## src/rtl/genbuf_rx_dispatch.sv

```systemverilog
// GenBuf buffer-side dispatcher: pops FIFO words and hands each to one of two receivers
// over a four-phase REQ/ACK handshake, round-robin. Optional macro GENBUF_ACK_TIMEOUT_EN.
module genbuf_rx_dispatch #(
  parameter int DATA_W  = 32,
  parameter int TIMEOUT = 16
) (
  input  logic              clk,
  input  logic              rst,
  input  logic              EMPTY,
  input  logic [DATA_W-1:0] FIFO_DATA,
  output logic              DEQ,
  output logic              BtoR_REQ0,
  output logic              BtoR_REQ1,
  input  logic              RtoB_ACK0,
  input  logic              RtoB_ACK1,
  output logic [DATA_W-1:0] BtoR_DATA,
  output logic              ACK_TO_ERR
);

  typedef enum logic [1:0] {
    IDLE = 2'd0,
    REQ  = 2'd1,
    REL  = 2'd2
  } state_t;

  state_t            state, state_nxt;
  logic              ptr, ptr_nxt;
  logic              sel, sel_nxt;
  logic [1:0]        req_q, req_nxt;
  logic              deq_q, deq_nxt;
  logic [DATA_W-1:0] data_q, data_nxt;
  logic              err_q, err_nxt;
  logic [1:0]        ack;
  logic              ack_ptr;
  logic              ack_sel;
  logic              expired;

  if (TIMEOUT < 2) begin : g_bad_timeout
    $error("genbuf_rx_dispatch: TIMEOUT must be at least 2");
  end

  assign ack     = {RtoB_ACK1, RtoB_ACK0};
  assign ack_ptr = ack[ptr];
  assign ack_sel = ack[sel];

`ifdef GENBUF_ACK_TIMEOUT_EN
  localparam int CNT_W = $clog2(TIMEOUT);

  logic [CNT_W-1:0] wait_cnt;

  // Counts REQ cycles spent waiting; idling clears it so every offer starts from zero.
  always_ff @(posedge clk) begin
    if (rst) begin
      wait_cnt <= '0;
    end else if (state != REQ) begin
      wait_cnt <= '0;
    end else if (!ack_sel) begin
      wait_cnt <= wait_cnt + CNT_W'(1);
    end
  end

  assign expired = (wait_cnt == CNT_W'(TIMEOUT - 1));
`else
  assign expired = 1'b0;
`endif

  always_ff @(posedge clk) begin
    if (rst) begin
      state  <= IDLE;
      ptr    <= 1'b0;
      sel    <= 1'b0;
      req_q  <= 2'b00;
      deq_q  <= 1'b0;
      data_q <= '0;
      err_q  <= 1'b0;
    end else begin
      state  <= state_nxt;
      ptr    <= ptr_nxt;
      sel    <= sel_nxt;
      req_q  <= req_nxt;
      deq_q  <= deq_nxt;
      data_q <= data_nxt;
      err_q  <= err_nxt;
    end
  end

  // An ACK on the timeout's terminal cycle still completes the handshake normally.
  always_comb begin
    state_nxt = state;
    ptr_nxt   = ptr;
    sel_nxt   = sel;
    req_nxt   = req_q;
    deq_nxt   = 1'b0;
    data_nxt  = data_q;
    err_nxt   = err_q;
    case (state)
      IDLE: begin
        req_nxt = 2'b00;
        if (!EMPTY && !ack_ptr) begin
          sel_nxt      = ptr;
          req_nxt[ptr] = 1'b1;
          data_nxt     = FIFO_DATA;
          state_nxt    = REQ;
        end
      end
      REQ: begin
        if (ack_sel) begin
          req_nxt   = 2'b00;
          deq_nxt   = 1'b1;
          state_nxt = REL;
        end else if (expired) begin
          req_nxt   = 2'b00;
          err_nxt   = 1'b1;
          ptr_nxt   = ~sel;
          state_nxt = IDLE;
        end
      end
      REL: begin
        if (!ack_sel) begin
          ptr_nxt   = ~sel;
          state_nxt = IDLE;
        end
      end
      default: begin
        req_nxt   = 2'b00;
        state_nxt = IDLE;
      end
    endcase
  end

  assign DEQ        = deq_q;
  assign BtoR_REQ0  = req_q[0];
  assign BtoR_REQ1  = req_q[1];
  assign BtoR_DATA  = data_q;
  assign ACK_TO_ERR = err_q;

endmodule

```

## config.mk

```make
export PLATFORM = sky130hd
export DESIGN_NAME = genbuf_rx_dispatch
export DESIGN_NICKNAME = d
export VERILOG_FILES = /design/src/rtl/genbuf_rx_dispatch.sv
export SDC_FILE = /design/constraint.sdc
export NUM_CORES = 1
export LEC_CHECK = 0
export ABC_CLOCK_PERIOD_IN_PS = 2300
export CORE_MARGIN = 5
export CORE_UTILIZATION = 65
export DETAILED_ROUTE_END_ITERATION = 8
export DONT_BUFFER_PORTS = 1
export GPL_ROUTABILITY_DRIVEN = 0
export PLACE_DENSITY = 0.9
export SETUP_SLACK_MARGIN = 0.15
export SLEW_MARGIN = 20
export SYNTH_ARGS = -nofsm -noshare
export SYNTH_HDL_FRONTEND = slang
export SYNTH_SLANG_ARGS = --single-unit
```

## constraint.sdc

```tcl
create_clock -name clk -period 2.3 [get_ports clk]
set_clock_uncertainty 0.05 [all_clocks]
set_input_delay 0.46 -clock clk [delete_from_list [all_inputs] [get_ports clk]]
set_output_delay 0.46 -clock clk [all_outputs]
set_load 0.01 [all_outputs]
```

After elaboration in Yosys (flattened, before gate mapping)
Cells that the tools add are included.

Bitwise logic cells: 4. Equal/unequal tests: 5. Magnitude comparators: 3. Multiplexer cells: 14. Reductions and logical operators: 10.

Operators with widths (number): $pmux W2 S3 (2); $mux W2 (5); $mux W1 (6); $ne A2 B2 Y1 const B (3); $reduce_and A2 Y1 (3); $lt A1 B2 Y1 const B (2); $not A1 Y1 (4); $reduce_and A3 Y1 (1); $eq A2 B1 Y1 const B (1); $eq A2 B2 Y1 const B (1); $logic_and A1 B1 Y1 (2); $logic_not A1 Y1 (2); $logic_not A2 Y1 (1); $reduce_or A2 Y1 (1); $demux W1 S1 (1); $ge A1 B1 Y1 const B (1).

Logic and storage cells: 42. Register bits: 39. Output and inout bits: 36.

Longest topological paths before layout
Gate-level depths: netlist of the first run.

Depth after elaboration: 6. Depth in mapped cells: 6. Mapped depth without buffers: 3.

Worst setup path after synthesis of the first run
OpenSTA, ideal clock, no wires.

Kind: input to register. Start point: in rst. End point: reg req_q[0]. Slack: 977 ps. Path buffers: 3. Library setup time: 92 ps. Required time: 2158 ps. Stages on the path: 6. Data arrival time: 1181 ps. Cells stage by stage: buf_2 inv_1 buf_2 buf_2 nand2_1 o32ai_1.

RTL lines: from (decl) (line 8) `input logic rst,`; to (signal assigned) (line 80) `req_q <= req_nxt;`; to (decl) (line 29) `logic [1:0] req_q, req_nxt;`.

==> results, run 1 <==
- The net switching component of the power is 0.000333 W.
- The final design area excluding fillers is 0.00165 sq mm.
- The worst register-to-register path begins at state[1].
- In the synthesized netlist the async set-or-reset flop fraction comes to 0.
- In the post-synthesis netlist, the biggest area contributors are sky130_fd_sc_hd__dfxtp_1 (47%), sky130_fd_sc_hd__mux2i_1 (20%), sky130_fd_sc_hd__nand2_1 (16%).
- The worst setup path is launched from a primary input.
- Dividing the detail-routed wire length by the instance count gives between 15 and 20 um.
- After detailed routing, the number of remaining DRC violations is 0.
- In this run the count of I/O pins placed on the die edge is 73.
- In the final timing run, aggregate negative setup slack is 0 ns.
- The part of the Yosys area used for sequential elements is 0.473.
- The number of antenna violations at the first check in global routing is 0.
- The synthesized area is 0.00165 sq mm.
- Setup violations remaining at the end of the flow were counted as 0.
- The critical path is of the in -> reg type.
- In this run, CTS created clock tree buffers numbering 5.
- When the netlist entered floorplanning its net count stood at 216.
- Across the run, the number of max-cap violations was 0.
- The detail-routed via count per cell is 5.54.
- The register bit total from synthesis is 39.
- The count of instances resized after the clock tree is built is 0.
- In the post-route analysis, the smallest setup slack over all paths is around 0.81 ns.
- Compared with the post-synthesis result, the final layout area differs by -0.0759%.
- The tree is rooted in a sky130_fd_sc_hd__clkbuf_4.
- The detailed-routing iteration count for the pre-antenna-repair pass is 4.
- For this run, the number of Yosys warnings is 0.
- The clock-pin slew of the registers on the worst-case setup and hold paths is 0.10 ns.
- The clock period could shrink to 1.49 ns.
- The count of placed standard cells in the final layout, fillers left out is 205.
- The initial utilization of the core area, before any placement, comes to 0.673.
- At the later pin of the worst-skew pair, clock insertion delay measures 0.33 ns.
- Post-CTS timing repair inserted 0 buffers for setup.
- The achievable clock frequency is between 600 and 700 MHz.
- The ratio of cells with drive above 1 in the final layout is 0.0743.
- The clock sink count is 39.
- The register share of total power is 0.633.
- The pin count of the biggest net entering global routing is 36.
- For hold timing, the worst endpoint is ptr.
- The depth of the most critical reg-to-reg path is 4.
- The final layout contains 213 nets.
- The placed instance area is 0.00161 sq mm.
- The via total after detailed routing is about 1,100.
- Setup repair after global routing left no endpoint under its margin.
- The logic gate share of total power is 0.122.
- The minimum setup slack among reg-to-reg paths is between 0.8 and 0.9 ns.
- The type of the worst min-delay path is in -> reg.
- The floorplan has 18 rows.
- The proportion of total power due to net switching is 0.270.
- The area of the die is about 0.0036 sq mm.
- The total overflow left after global routing is 0.
- The post-placement setup slack is 0.478 ns.
- The biggest area contributor in the post-synthesis netlist is sky130_fd_sc_hd__dfxtp_1.
- The transition time of the tightest slew-check pin is between 0.8 and 0.9 ns.
- The number of placed instances, taps included, is 199.
- Counting instances, the worst hold path has a depth of 1.
- The worst hold path begins at rst.
- The overall global routing resource usage is 0.179.
- Among all flip-flop cells after synthesis, the most frequent one is sky130_fd_sc_hd__dfxtp_1.
- The most frequently used cell type in the post-synthesis netlist is sky130_fd_sc_hd__nand2_1.
- In this run the tightest slew margin relative to its limit is 0.463.
- The run finished with clean final reports.
- The DRC violation total after the first TritonRoute iteration is 43.
- The wire length of the first global-routing pass is 4.79 mm.
- The count of input and output buffers is 0.
- Counting instances in the post-synthesis netlist gives the leading cell types as sky130_fd_sc_hd__nand2_1 (69), sky130_fd_sc_hd__dfxtp_1 (39), sky130_fd_sc_hd__mux2i_1 (33).
- The internal portion of the total power is about 0.00090 W.
- The floorplan step defined a core boundary enclosing 0.00245 sq mm.
- Hold is met by 0.132 ns.
- The number of global-route vias before repair came to 1,119.
- The maximum fanout count along the critical path is 35.
- The critical register-to-register path endpoint is BtoR_DATA[0].
- The final count of hold timing violations is 0.
- The netlist uses 26 different library cells.
- The CTS tree is yes.
- The data arrival time of the worst path is 1.66 ns.
- The number of diodes is 0.
- After filler insertion, the fill cell instance count of the layout stands at 214.
- No sink is reached through more buffers than the 2 on the longest clock path.
- The final period utilization is 0.648.
- Wires add up to between 3 and 4 mm.
- The detailed-placement wirelength estimate is 2.39 mm.
- STA classifies the critical path endpoint as a flip-flop.
- The detail route stage leaves a number of antenna-violating nets equal to 0.
- The average cell area after synthesis is 9.23 sq um.
- Power spread over the standard cell area amounts to 749 mW/mm^2.
- In this run, synthesis inferred 0 flip-flops with an integrated enable.
- After clock tree synthesis, the flow added hold-fix buffers numbering 0.
- The leakage power of the design is around 0.63 nW.
- The final max-slew violation count was 0.
- The required time of the worst setup path is 2.47 ns.
- The share of synthesized area in the top cell type comes to 0.473.
- The die height is 60.4 um.
- In this run the number of H-tree levels came out at 2.
- Of the total power, the clock network draws 0.245.
- After technology mapping, the gate count stands at 179.
- The maximum vdd ir drop is around 550 uV.
- Measured along the x axis, the die boundary spans about 60 um.
-- power groups by stage --
stage	clock (W)	sequential [W]	combinational, W
2_1_floorplan	0	0.000787	0.000157
3_3_place_gp	0	0.000796	0.000142
3_5_place_dp	0	0.000799	0.000151
4_1_cts	0.000311	0.000783	0.000151
5_1_grt	0.000341	0.000790	0.000168
6_report	0.000303	0.000782	0.000150
-- routing by layer --
metal  wire length [um]  part of all wire  vias to the layer above  GRT usage
met1               1220              0.38                      502      0.181
met5                  0                 0                        -          0
met2               1540              0.48                       54      0.307
met4                 52             0.016                        0     0.0728
met3                364              0.11                        8     0.0957
li1                   -                 -                      572          -
-- per-stage QoR --
stage	utilization	power [W]
3_5_place_dp	0.655	0.000950
2_1_floorplan	-	0.000944
6_report	0.672	0.00124
3_3_place_gp	0.655	0.000938
5_1_grt	0.672	0.00130
4_1_cts	0.672	0.00125
-- placed cells by master, fill, tap and decap left out, types with 2 or more instances in the layout --
| cell type | Yosys | final |
|---|---|---|
| sky130_fd_sc_hd__buf_4 | 1 | 2 |
| sky130_fd_sc_hd__mux2i_1 | 33 | 33 |
| sky130_fd_sc_hd__nor4_1 | 2 | 2 |
| sky130_fd_sc_hd__nand2_1 | 69 | 69 |
| sky130_fd_sc_hd__dfxtp_1 | 39 | 39 |
| sky130_fd_sc_hd__clkbuf_4 | 0 | 5 |
| sky130_fd_sc_hd__o21ai_0 | 4 | 4 |
| sky130_fd_sc_hd__a21oi_1 | 3 | 3 |
-- logic make-up after synthesis --
logic type             count (synthesis)  synth area share
other                                  1           0.00227
multiplexers                          33             0.200
AND/OR/NAND/NOR                       80             0.208
AO/OA/AOI/OAI                         11            0.0417
buffers and inverters                 15            0.0750
flip-flops                            39             0.473
-- cell type report --
type / count / area (sq um) / share of cell area
clock buffer: 6 / 41.3 / 0.0250
inverter: 2 / 7.51 / 0.00455
multi-input combinational: 125 / 748 / 0.453
tap: 30 / 37.5 / 0.0227
sequential: 39 / 781 / 0.473
timing repair buffer: 3 / 35.0 / 0.0212
-- worst max-delay path, cell delays in order --
cell                       delay [ns]
sky130_fd_sc_hd__clkinv_1        0.60
sky130_fd_sc_hd__buf_12          0.43
sky130_fd_sc_hd__nand2_1         0.08
sky130_fd_sc_hd__mux2i_1         0.07
-- how the worst max path moves through the flow --
stage               startpoint            end  slack (ns)
floorplan                  rst       req_q[0]        0.98
global placement           rst       req_q[0]        0.53
detailed placement         rst  BtoR_DATA[23]        0.48
CTS                        rst  BtoR_DATA[23]        0.83
global route               rst  BtoR_DATA[20]        0.68
finish                     rst   BtoR_DATA[0]        0.81
-- sequential cells by signal, summed over array words and instances, names as in the netlist --
name / count
BtoR_DATA: 32
req_q: 2
state: 2
DEQ: 1
ptr: 1
sel: 1
No activity file was read; power rests on OpenSTA's default activity.
==> run 2: changes to the inputs <==
ABC_CLOCK_PERIOD_IN_PS = 1300   (was 2300)
CORE_UTILIZATION = 55   (was 65)
PLACE_DENSITY = 0.82   (was 0.9)
clock period = 1.3 ns   (was 2.3 ns; I/O delays follow)
==> results, run 2 (same netlist as run 1, synthesis figures left out) <==
- The run finished, with violations left.
- The final reports fail on hold timing, setup timing.
- The routed length per placed instance is 18.1 um.
- The leakage power of the design is 0.746 nW.
- The maximum vdd ir drop is ~840 uV.
- The maximum fanout count along the critical path is 12.
- The final route contains around 1,200 vias.
- Setup repair after global routing could not meet its margin everywhere.
- Power spread over the standard cell area amounts to 1280 mW/mm^2.
- Entering global routing, the biggest net connects 43 pins.
- The longest clock path from root to sink contains 2 buffers.
- The clock sink count is 39.
- STA classifies the critical path endpoint as a flip-flop.
- The horizontal die dimension is 64.8 um.
- The clock buffer count from CTS is 5.
- The clock-pin slew of the registers on the worst-case setup and hold paths is approximately 0.11 ns.
- The sequential cells in the finished layout cover a total of 786 sq um.
- The pre-antenna-repair detailed-routing pass consisted of 4 iterations.
- Setup slack on the critical path of the routed design comes to -0.00710 ns.
- The startpoint type of the worst setup path is a flip-flop.
- The area of the core is 0.00283 sq mm.
- The root buffer cell is sky130_fd_sc_hd__clkbuf_4.
- The final sum of negative setup slack is -0.00710 ns.
- The startpoint-to-endpoint class of the critical path is reg -> reg.
- The wire length of the first global-routing pass is about 5.9 mm.
- Setup violations remaining at the end of the flow were counted as 1.
- The layout overhead on the synthesized area is 17.9%.
- The register with the most flip-flops in the layout has 32 of them.
- After detailed routing, the number of remaining DRC violations is 0.
- At the worst endpoint, the required time is 1.52 ns.
- Once placement finished, the instance area stood at 0.00167 sq mm.
- The number of global-route vias before repair is 1,275.
- The area of the multi-input gates is 808 sq um.
- Data on the critical path arrives at its endpoint at 1.53 ns.
- The ratio of cells with drive above 1 in the final layout is 0.172.
- 0 antenna diodes ended up in the layout.
- Row generation in the floorplan step produced 19 rows.
- The number of maximum-capacitance constraint violations is 0.
- The detail-routed via count per cell is 5.53.
- Counting I/O delays and the setup requirement, the final critical path takes 1.31 ns.
- The number of antenna violations at the first check in global routing came to 0.
- The number of top-level design ports is 73.
- The worst hold path belongs to the class in -> reg.
- The library cell used most frequently in the layout, excluding fill and tap cells, is sky130_fd_sc_hd__nand2_1.
- The final-layout worst hold slack is -0.00140 ns.
- The final max-slew violation count came to 0.
- For this block, the initial DRC count from the detailed router was 70.
- The final period utilization is 1.01.
- Derived from the worst setup path, the maximum achievable clock frequency is 765 MHz.
- The clock latency of the later-clocked register in the worst-skew pair is roughly 0.34 ns.
- The count of input and output buffers is 0.
- The core occupancy in the finished layout is 0.688.
- The worst register-to-register path has a setup slack of -0.007 ns.
- The die height is 64.8 um.
- Once layout is done, the placed cells without fillers occupy 0.00195 sq mm.
- The floorplan step defined a die boundary enclosing 0.00420 sq mm.
- The library cells used most frequently in the layout, excluding fill and tap cells, are sky130_fd_sc_hd__nand2_1 (69), sky130_fd_sc_hd__dfxtp_1 (35), sky130_fd_sc_hd__mux2i_1 (31).
- The CTS tree is yes.
- For this run the aggregate overflow at the end of global routing stands at 0.
- Once detail routing completed, the nets flagged for antenna violations numbered 0.
- The post-layout net count is between 200 and 250.
- For this block, the routed nets add up to roughly 4.0 mm of wire.
- The H-tree was split into 2 levels.
- The initial utilization of the core area, before any placement, comes to 0.584.
- The detailed-placement wirelength estimate is 2.75 mm.
- The final count of hold timing violations is 1.
- The fill cell instance count of the final layout is 203.
- The overall global routing resource usage is 0.187.
-- run 2: layout make-up --
type | instances | share of cell area
timing repair buffer | 18 | 0.122
tap | 31 | 0.0199
clock buffer | 8 | 0.0353
inverter | 2 | 0.00386
sequential | 39 | 0.404
multi-input combinational | 125 | 0.415
-- run 2: final timing paths --
kind | end | from | cells past startpoint
max | BtoR_DATA[0] | state[0] | 4
min | BtoR_DATA[22] | FIFO_DATA[22] | 2
max reg2reg | BtoR_DATA[0] | state[0] | 4
min reg2reg | BtoR_DATA[19] | BtoR_DATA[19] | 2
-- run 2: what timing repair did --
item,CTS,global route
setup endpoints to repair,34,37
gates resized for setup,8,11
hold buffers,4,4
buffers inserted,0,1
hold endpoints to repair,8,4
cloned,1,1
pin swaps,2,2
-- run 2: metal layers --
metal	GRT usage	vias up	wire length, um
li1	-	610	-
met5	0	-	0
met4	0.0844	0	85
met2	0.365	45	2270
met3	0.0656	8	321
met1	0.169	571	1350
-- run 2: through the flow --
stage                     hold WS [ns]  instances  worst slack (ns)  total power (W)
after floorplan                  0.352        179             0.100          0.00167
after global placement           0.273        204            0.0883          0.00170
after detailed placement         0.278        204            0.0305          0.00172
after CTS                     0.000823        217            0.0204          0.00244
after global routing          -0.00563        223           -0.0556          0.00261
final                         -0.00140        223          -0.00710          0.00250
-- run 2: critical path, cell delays in order, from the launching register on --
cell and delay [ns]:
sky130_fd_sc_hd__dfxtp_2 0.36, sky130_fd_sc_hd__nor3_4 0.20, sky130_fd_sc_hd__o21a_4 0.24, sky130_fd_sc_hd__buf_12 0.17, sky130_fd_sc_hd__mux2i_1 0.22
-- run 2: power by group --
part / total [W] / internal, W / switching, W
Combinational: 0.000420 / 0.000226 / 0.000195
Clock: 0.000692 / 0.000318 / 0.000374
Sequential: 0.00139 / 0.00128 / 0.000102
Total: 0.00250 / 0.00183 / 0.000671
